--- config.mk ---
export PLATFORM = sky130hd
export DESIGN_NAME = axi_rd_resp_slave
export DESIGN_NICKNAME = d
export VERILOG_FILES = /design/src/rtl/axi_rd_resp_slave.sv
export SDC_FILE = /design/constraint.sdc
export NUM_CORES = 1
export LEC_CHECK = 0
export CORE_MARGIN = 5
export CORE_UTILIZATION = 51
export CTS_CLUSTER_DIAMETER = 150
export DETAILED_ROUTE_END_ITERATION = 12
export DONT_BUFFER_PORTS = 1
export GPL_ROUTABILITY_DRIVEN = 0
export GPL_TIMING_DRIVEN = 0
export PLACE_DENSITY = 0.65
export SYNTH_ARGS = -nofsm -noshare
export SYNTH_HDL_FRONTEND = slang
export SYNTH_SLANG_ARGS = --single-unit
--- constraint.sdc ---
create_clock -name ACLK -period 11.9 [get_ports ACLK]
set_clock_uncertainty 0.2 [all_clocks]
set_input_delay 1.19 -clock ACLK [delete_from_list [all_inputs] [get_ports ACLK]]
set_output_delay 1.19 -clock ACLK [all_outputs]
set_load 0.02 [all_outputs]
--- src/rtl/axi_rd_resp_slave.sv ---
// AXI4 read-channel slave acting as a DDR stand-in: one outstanding AR, programmable
// first-beat latency, FIXED/INCR/WRAP beat addressing and address-derived read data.
module axi_rd_resp_slave #(
  parameter int ID_W       = 1,
  parameter int ADDR_W     = 32,
  parameter int USER_W     = 8,
  parameter int RD_LATENCY = 4,
  parameter int CNT_W      = 16
) (
  input  logic              ACLK,
  input  logic              ARESETN,
  input  logic [ID_W-1:0]   S_AXI_ARID,
  input  logic [ADDR_W-1:0] S_AXI_ARADDR,
  input  logic [7:0]        S_AXI_ARLEN,
  input  logic [2:0]        S_AXI_ARSIZE,
  input  logic [1:0]        S_AXI_ARBURST,
  input  logic [USER_W-1:0] S_AXI_ARUSER,
  input  logic              S_AXI_ARVALID,
  output logic              S_AXI_ARREADY,
  output logic [ID_W-1:0]   S_AXI_RID,
  output logic [63:0]       S_AXI_RDATA,
  output logic [1:0]        S_AXI_RRESP,
  output logic              S_AXI_RLAST,
  output logic [USER_W-1:0] S_AXI_RUSER,
  output logic              S_AXI_RVALID,
  input  logic              S_AXI_RREADY,
  input  logic              stall_in,
  output logic [CNT_W-1:0]  beat_cnt_out,
  output logic [7:0]        err_cnt_out
);

  typedef enum logic [1:0] {
    ST_IDLE  = 2'd0,
    ST_WAIT  = 2'd1,
    ST_BURST = 2'd2
  } state_t;

  localparam logic [ADDR_W-1:0] ADDR_ONE    = {{(ADDR_W-1){1'b0}}, 1'b1};
  localparam logic [CNT_W-1:0]  CNT_ONE     = {{(CNT_W-1){1'b0}}, 1'b1};
  localparam logic [CNT_W-1:0]  CNT_MAX     = {CNT_W{1'b1}};
  localparam logic [7:0]        LAT_INIT    = 8'(RD_LATENCY - 1);
  localparam logic [1:0]        RESP_OKAY   = 2'b00;
  localparam logic [1:0]        RESP_SLVERR = 2'b10;

  function automatic logic [63:0] beat_data(input logic [ADDR_W-1:0] a, input logic err);
    if (err) begin
      beat_data = 64'd0;
    end else begin
      beat_data = {~a[31:0], a[31:0]};
    end
  endfunction

  // Address of the beat following a; the INCR alignment is a no-op after the first beat.
  function automatic logic [ADDR_W-1:0] next_addr(input logic [ADDR_W-1:0] a,
                                                  input logic [1:0]        burst,
                                                  input logic [2:0]        size,
                                                  input logic [7:0]        len);
    logic [ADDR_W-1:0] incr;
    logic [ADDR_W-1:0] mask;
    logic [8:0]        beats;
    beats = {1'b0, len} + 9'd1;
    incr  = ADDR_ONE << size;
    mask  = ({{(ADDR_W-9){1'b0}}, beats} * incr) - ADDR_ONE;
    case (burst)
      2'b00:   next_addr = a;
      2'b01:   next_addr = (a & ~(incr - ADDR_ONE)) + incr;
      2'b10:   next_addr = (a & ~mask) | ((a + incr) & mask);
      default: next_addr = a;
    endcase
  endfunction

  state_t              state_r, state_s;
  logic                arready_r, arready_s;
  logic                rvalid_r, rvalid_s;
  logic                rlast_r, rlast_s;
  logic [63:0]         rdata_r, rdata_s;
  logic [1:0]          rresp_r, rresp_s;
  logic [ID_W-1:0]     rid_r, rid_s;
  logic [USER_W-1:0]   ruser_r, ruser_s;
  logic [ID_W-1:0]     id_r, id_s;
  logic [USER_W-1:0]   user_r, user_s;
  logic [ADDR_W-1:0]   addr_r, addr_s;
  logic [7:0]          len_r, len_s;
  logic [2:0]          size_r, size_s;
  logic [1:0]          burst_r, burst_s;
  logic                err_r, err_s;
  logic [7:0]          idx_r, idx_s;
  logic [7:0]          lat_r, lat_s;
  logic [CNT_W-1:0]    beat_cnt_r, beat_cnt_s;
  logic [7:0]          err_cnt_r, err_cnt_s;
  logic                ar_err_s;

  // Request legality check on the live AR channel.
  always_comb begin
    ar_err_s = 1'b0;
    if (S_AXI_ARBURST == 2'b11 || S_AXI_ARSIZE > 3'd3) begin
      ar_err_s = 1'b1;
    end else if (S_AXI_ARBURST == 2'b10) begin
      ar_err_s = !(S_AXI_ARLEN == 8'd1 || S_AXI_ARLEN == 8'd3 ||
                   S_AXI_ARLEN == 8'd7 || S_AXI_ARLEN == 8'd15);
    end else begin
      ar_err_s = 1'b0;
    end
  end

  // Next-state and next-output logic.
  always_comb begin
    state_s    = state_r;
    arready_s  = arready_r;
    rvalid_s   = rvalid_r;
    rlast_s    = rlast_r;
    rdata_s    = rdata_r;
    rresp_s    = rresp_r;
    rid_s      = rid_r;
    ruser_s    = ruser_r;
    id_s       = id_r;
    user_s     = user_r;
    addr_s     = addr_r;
    len_s      = len_r;
    size_s     = size_r;
    burst_s    = burst_r;
    err_s      = err_r;
    idx_s      = idx_r;
    lat_s      = lat_r;
    beat_cnt_s = beat_cnt_r;
    err_cnt_s  = err_cnt_r;

    case (state_r)
      ST_IDLE: begin
        arready_s = 1'b1;
        if (S_AXI_ARVALID && arready_r) begin
          arready_s = 1'b0;
          id_s      = S_AXI_ARID;
          user_s    = S_AXI_ARUSER;
          addr_s    = S_AXI_ARADDR;
          len_s     = S_AXI_ARLEN;
          size_s    = S_AXI_ARSIZE;
          burst_s   = S_AXI_ARBURST;
          err_s     = ar_err_s;
          idx_s     = 8'd0;
          lat_s     = LAT_INIT;
          state_s   = ST_WAIT;
          if (ar_err_s && err_cnt_r != 8'hFF) begin
            err_cnt_s = err_cnt_r + 8'd1;
          end else begin
            err_cnt_s = err_cnt_r;
          end
        end else begin
          state_s = ST_IDLE;
        end
      end
      ST_WAIT: begin
        if (lat_r != 8'd0) begin
          lat_s = lat_r - 8'd1;
        end else if (!stall_in) begin
          rvalid_s = 1'b1;
          rdata_s  = beat_data(addr_r, err_r);
          rresp_s  = err_r ? RESP_SLVERR : RESP_OKAY;
          rlast_s  = (len_r == 8'd0);
          rid_s    = id_r;
          ruser_s  = user_r;
          state_s  = ST_BURST;
        end else begin
          state_s = ST_WAIT;
        end
      end
      ST_BURST: begin
        if (rvalid_r && S_AXI_RREADY) begin
          if (rlast_r) begin
            rvalid_s  = 1'b0;
            rlast_s   = 1'b0;
            arready_s = 1'b1;
            state_s   = ST_IDLE;
          end else begin
            addr_s = next_addr(addr_r, burst_r, size_r, len_r);
            idx_s  = idx_r + 8'd1;
            if (stall_in) begin
              rvalid_s = 1'b0;
            end else begin
              rvalid_s = 1'b1;
              rdata_s  = beat_data(addr_s, err_r);
              rlast_s  = (idx_s == len_r);
            end
          end
        end else if (!rvalid_r && !stall_in) begin
          // Resume after a stall with the beat already addressed by addr_r.
          rvalid_s = 1'b1;
          rdata_s  = beat_data(addr_r, err_r);
          rlast_s  = (idx_r == len_r);
        end else begin
          state_s = ST_BURST;
        end
      end
      default: begin
        state_s   = ST_IDLE;
        arready_s = 1'b0;
        rvalid_s  = 1'b0;
        rlast_s   = 1'b0;
      end
    endcase

    if (rvalid_r && S_AXI_RREADY && beat_cnt_r != CNT_MAX) begin
      beat_cnt_s = beat_cnt_r + CNT_ONE;
    end else begin
      beat_cnt_s = beat_cnt_r;
    end
  end

  // State and output registers.
  always_ff @(posedge ACLK) begin
    if (!ARESETN) begin
      state_r    <= ST_IDLE;
      arready_r  <= 1'b0;
      rvalid_r   <= 1'b0;
      rlast_r    <= 1'b0;
      rdata_r    <= 64'd0;
      rresp_r    <= 2'b00;
      rid_r      <= {ID_W{1'b0}};
      ruser_r    <= {USER_W{1'b0}};
      id_r       <= {ID_W{1'b0}};
      user_r     <= {USER_W{1'b0}};
      addr_r     <= {ADDR_W{1'b0}};
      len_r      <= 8'd0;
      size_r     <= 3'd0;
      burst_r    <= 2'b00;
      err_r      <= 1'b0;
      idx_r      <= 8'd0;
      lat_r      <= 8'd0;
      beat_cnt_r <= {CNT_W{1'b0}};
      err_cnt_r  <= 8'd0;
    end else begin
      state_r    <= state_s;
      arready_r  <= arready_s;
      rvalid_r   <= rvalid_s;
      rlast_r    <= rlast_s;
      rdata_r    <= rdata_s;
      rresp_r    <= rresp_s;
      rid_r      <= rid_s;
      ruser_r    <= ruser_s;
      id_r       <= id_s;
      user_r     <= user_s;
      addr_r     <= addr_s;
      len_r      <= len_s;
      size_r     <= size_s;
      burst_r    <= burst_s;
      err_r      <= err_s;
      idx_r      <= idx_s;
      lat_r      <= lat_s;
      beat_cnt_r <= beat_cnt_s;
      err_cnt_r  <= err_cnt_s;
    end
  end

  assign S_AXI_ARREADY = arready_r;
  assign S_AXI_RVALID  = rvalid_r;
  assign S_AXI_RLAST   = rlast_r;
  assign S_AXI_RDATA   = rdata_r;
  assign S_AXI_RRESP   = rresp_r;
  assign S_AXI_RID     = rid_r;
  assign S_AXI_RUSER   = ruser_r;
  assign beat_cnt_out  = beat_cnt_r;
  assign err_cnt_out   = err_cnt_r;

endmodule

==> impl_metrics.env <==
export IMPL_cts_buffers=17
export IMPL_ios=161
export IMPL_clkSinkCount=174
export IMPL_synth_flop_cell="dfxtp_1"
export IMPL_initial_core_util_pct=52.0
export IMPL_firstDrtPassIters=8
export IMPL_rsz0062_at_grt="false"
export IMPL_r2r_setup_slack_ns=3.80
export IMPL_finalHoldViolCount=0
export IMPL_synth_top_cell_area_share_pct=24.8
export IMPL_path_cells="clkbuf_1 -> and3_1 -> and2_1 -> nand4_1 -> xnor2_1 -> nand2_1 -> ha_1 -> fa_1 -> inv_1 -> fa_1 -> fa_1 -> ha_1 -> ha_1 -> a21o_1 -> a31o_2 -> a211o_1 -> o21ai_1 -> nand2_1 -> o311ai_0 -> nand4_1 -> a32o_1"
export IMPL_syn_area_per_cell_um2=7.72
export IMPL_cts_buffer_depth=2
export IMPL_drive_gt1_share_pct=4.48
export IMPL_htreeDepth=4
export IMPL_syn_inst=1820
export IMPL_synth_enable_flop_cells=0
export IMPL_synth_largest_area_cell="dfxtp_1"
export IMPL_p_int_mw=1.21
export IMPL_clock_root_buffer="clkbuf_16"
export IMPL_crit_buf_inv=2
export IMPL_worstSetupStartpointType="flip-flop"
export IMPL_hpwl_mm=39.4
export IMPL_postRouteAntennaNets=0
export IMPL_io_buffer_count=0
export IMPL_stdcell_count=2194
export IMPL_synth_area_um2=14000
export IMPL_fin_crit_ns=8.10
export IMPL_p_clk_share_pct=26.3
export IMPL_endpoint_kind="flip-flop"
export IMPL_synth_warnings=0
export IMPL_grt_pass1_wl_mm=77.8
export IMPL_antenna_found_initial=3
export IMPL_synth_seq_cells=174
export IMPL_yosysMostFrequentCell="nand2_1"
export IMPL_die_w_um=176
export IMPL_grt_max_degree=19
export IMPL_viasPerCell=6.53
export IMPL_ys_seq_area_share_pct=24.8
export IMPL_relSlewSlack_pct=25.4
export IMPL_p_seq_share_pct=34.6
export IMPL_p_sw_share_pct=43.5
export IMPL_finalSetupTns_ns=0
export IMPL_outcome="complete, no violations"
export IMPL_stdcell_area_um2=15100
export IMPL_die_area_um2=31000
export IMPL_final_nets=2032
export IMPL_critical_path_max_stage_delay_ns=0.85
export IMPL_p_leak_nw=5.65
export IMPL_rr_startpoint="len_r[4]$_SDFFE_PN0P_"
export IMPL_grt_pass1_vias=13600
export IMPL_layout_setup_ws_ns=3.80
export IMPL_slew_viol_final=0
export IMPL_p_total_mw=2.15
export IMPL_critical_path_arrival_ns=8.24
export IMPL_p_per_area_nw_per_um2=143
export IMPL_required_ns=12.04
export IMPL_wirelength_mm=51.1
export IMPL_coreArea_um2=27000
export IMPL_die_y_um=176
export IMPL_hp_class="flip-flop to flip-flop"
export IMPL_whs_ns=0.256
export IMPL_yosys_top_cells_area="dfxtp_1 (25%), ha_1 (7.7%), fa_1 (6.7%)"
export IMPL_netlist_top_cells_count="nand2_1 (229), dfxtp_1 (174), nor2_1 (158)"
export IMPL_async_flop_share_pct=0
export IMPL_max_freq_ghz=0.123
export IMPL_clkTransAtPathRegs_ns=0.07
export IMPL_tightest_slew_ns=1.11
export IMPL_area_growth_synth_to_final_pct=7.21
export IMPL_pre_cts_slack_ns=4.03
export IMPL_setup_violations=0
export IMPL_postPlaceCellArea_um2=14500
export IMPL_drt_iter0_drc=1841
export IMPL_row_count=60
export IMPL_crit_family="adder cells"
export IMPL_cts_setup_buffers=0
export IMPL_vdd_drop_max_uv=99.1
export IMPL_utilization_pct=55.7
export IMPL_grt_overflow=0
export IMPL_grt_usage_pct=32.0
export IMPL_postCtsResizedCells=0
export IMPL_insertion_delay_ns=0.46
export IMPL_fin_crit_sh_pct=68.1
export IMPL_vias=14300
export IMPL_worstHoldStart="user_r[6]$_SDFFE_PN0P_"
export IMPL_place_inst=2161
export IMPL_synth_fp_nets=2013
export IMPL_power_frac_comb_pct=39.1
export IMPL_slowest_stage="o21ai_1"
export IMPL_cts_tree="done"
export IMPL_max_cap_viol_count=0
export IMPL_ys_types=95
export IMPL_cp_max_fo=10
export IMPL_drc=0
export IMPL_wl_per_cell_um=23.3
export IMPL_postCtsHoldBufs=0
export IMPL_p_sw_mw=0.936
export IMPL_crit_start="len_r[4]$_SDFFE_PN0P_"
export IMPL_worstSetupPathType="flip-flop to flip-flop"
[power groups by stage]
| stage | Clock [mW] | Combinational [mW] | Sequential [mW] |
|---|---|---|---|
| after floorplan | 0 | 0.584 | 0.734 |
| after global placement | 0 | 0.805 | 0.755 |
| after detailed placement | 0 | 0.813 | 0.756 |
| after CTS | 0.569 | 0.817 | 0.744 |
| after global routing | 0.594 | 0.915 | 0.751 |
| final | 0.566 | 0.841 | 0.744 |
[per-layer routing]
metal / vias up / wire [µm] / global-route usage [%]
li1: 6573 / - / -
met3: 164 / 6230 / 10.7
met1: 6746 / 20100 / 40.6
met5: - / 39 / 0
met2: 848 / 22300 / 50.0
met4: 6 / 2500 / 13.7
[registers in the layout, indices dropped and copies added, names as in the netlist, 2 cells and up]
signal        flops
S_AXI_RDATA      64
addr_r           32
beat_cnt_out     16
S_AXI_RUSER       8
err_cnt_out       8
idx_r             8
lat_r             8
len_r             8
user_r            8
size_r            3
burst_r           2
state_r           2
[cell usage in the layout (no fill, tap or decap), types with 32 or more instances in the layout]
cell type / netlist / final
dfxtp_1: 174 / 174
fa_1: 47 / 47
a21oi_1: 116 / 116
clkbuf_1: 97 / 97
xor2_1: 32 / 32
inv_1: 124 / 124
ha_1: 87 / 87
nand2_1: 229 / 229
o21ai_0: 97 / 97
nor2_1: 158 / 158
nand3_1: 48 / 48
xnor2_1: 33 / 33
nor3_1: 38 / 38
[logic make-up after synthesis]
logic type / synth area share (%)
muxes: 1.81
buffers and inverters: 6.53
adders and majority gates: 14.4
other: 0.0267
and+or+nand+nor: 23.5
xor gates and xnor gates: 4.05
DFF: 24.8
AOI/OAI and AO/OA: 24.9
[worst min-delay path, stage by stage (launching register included)]
cell and delay [ns]:
dfxtp_1 0.31, nand2_1 0.05, a21oi_1 0.05
[worst paths after layout]
check,end,depth (start not counted)
worst max-delay path,S_AXI_RDATA[31]$_SDFFE_PN0P_,21
worst min-delay path,user_r[6]$_SDFFE_PN0P_,2
worst max register to register,S_AXI_RDATA[31]$_SDFFE_PN0P_,21
worst min register to register,user_r[6]$_SDFFE_PN0P_,2
[area by class of cell]
cell class	instances	area, µm²
inverters	127	478
plain buffers	110	439
diodes	1	2.50
flip-flops and latches	174	3480
fillers	2606	12000
clock inverters	14	145
multi-input cells	1409	9650
clock buffers	18	439
well taps	341	427
Note: power is estimated with default switching activity, not from simulation.
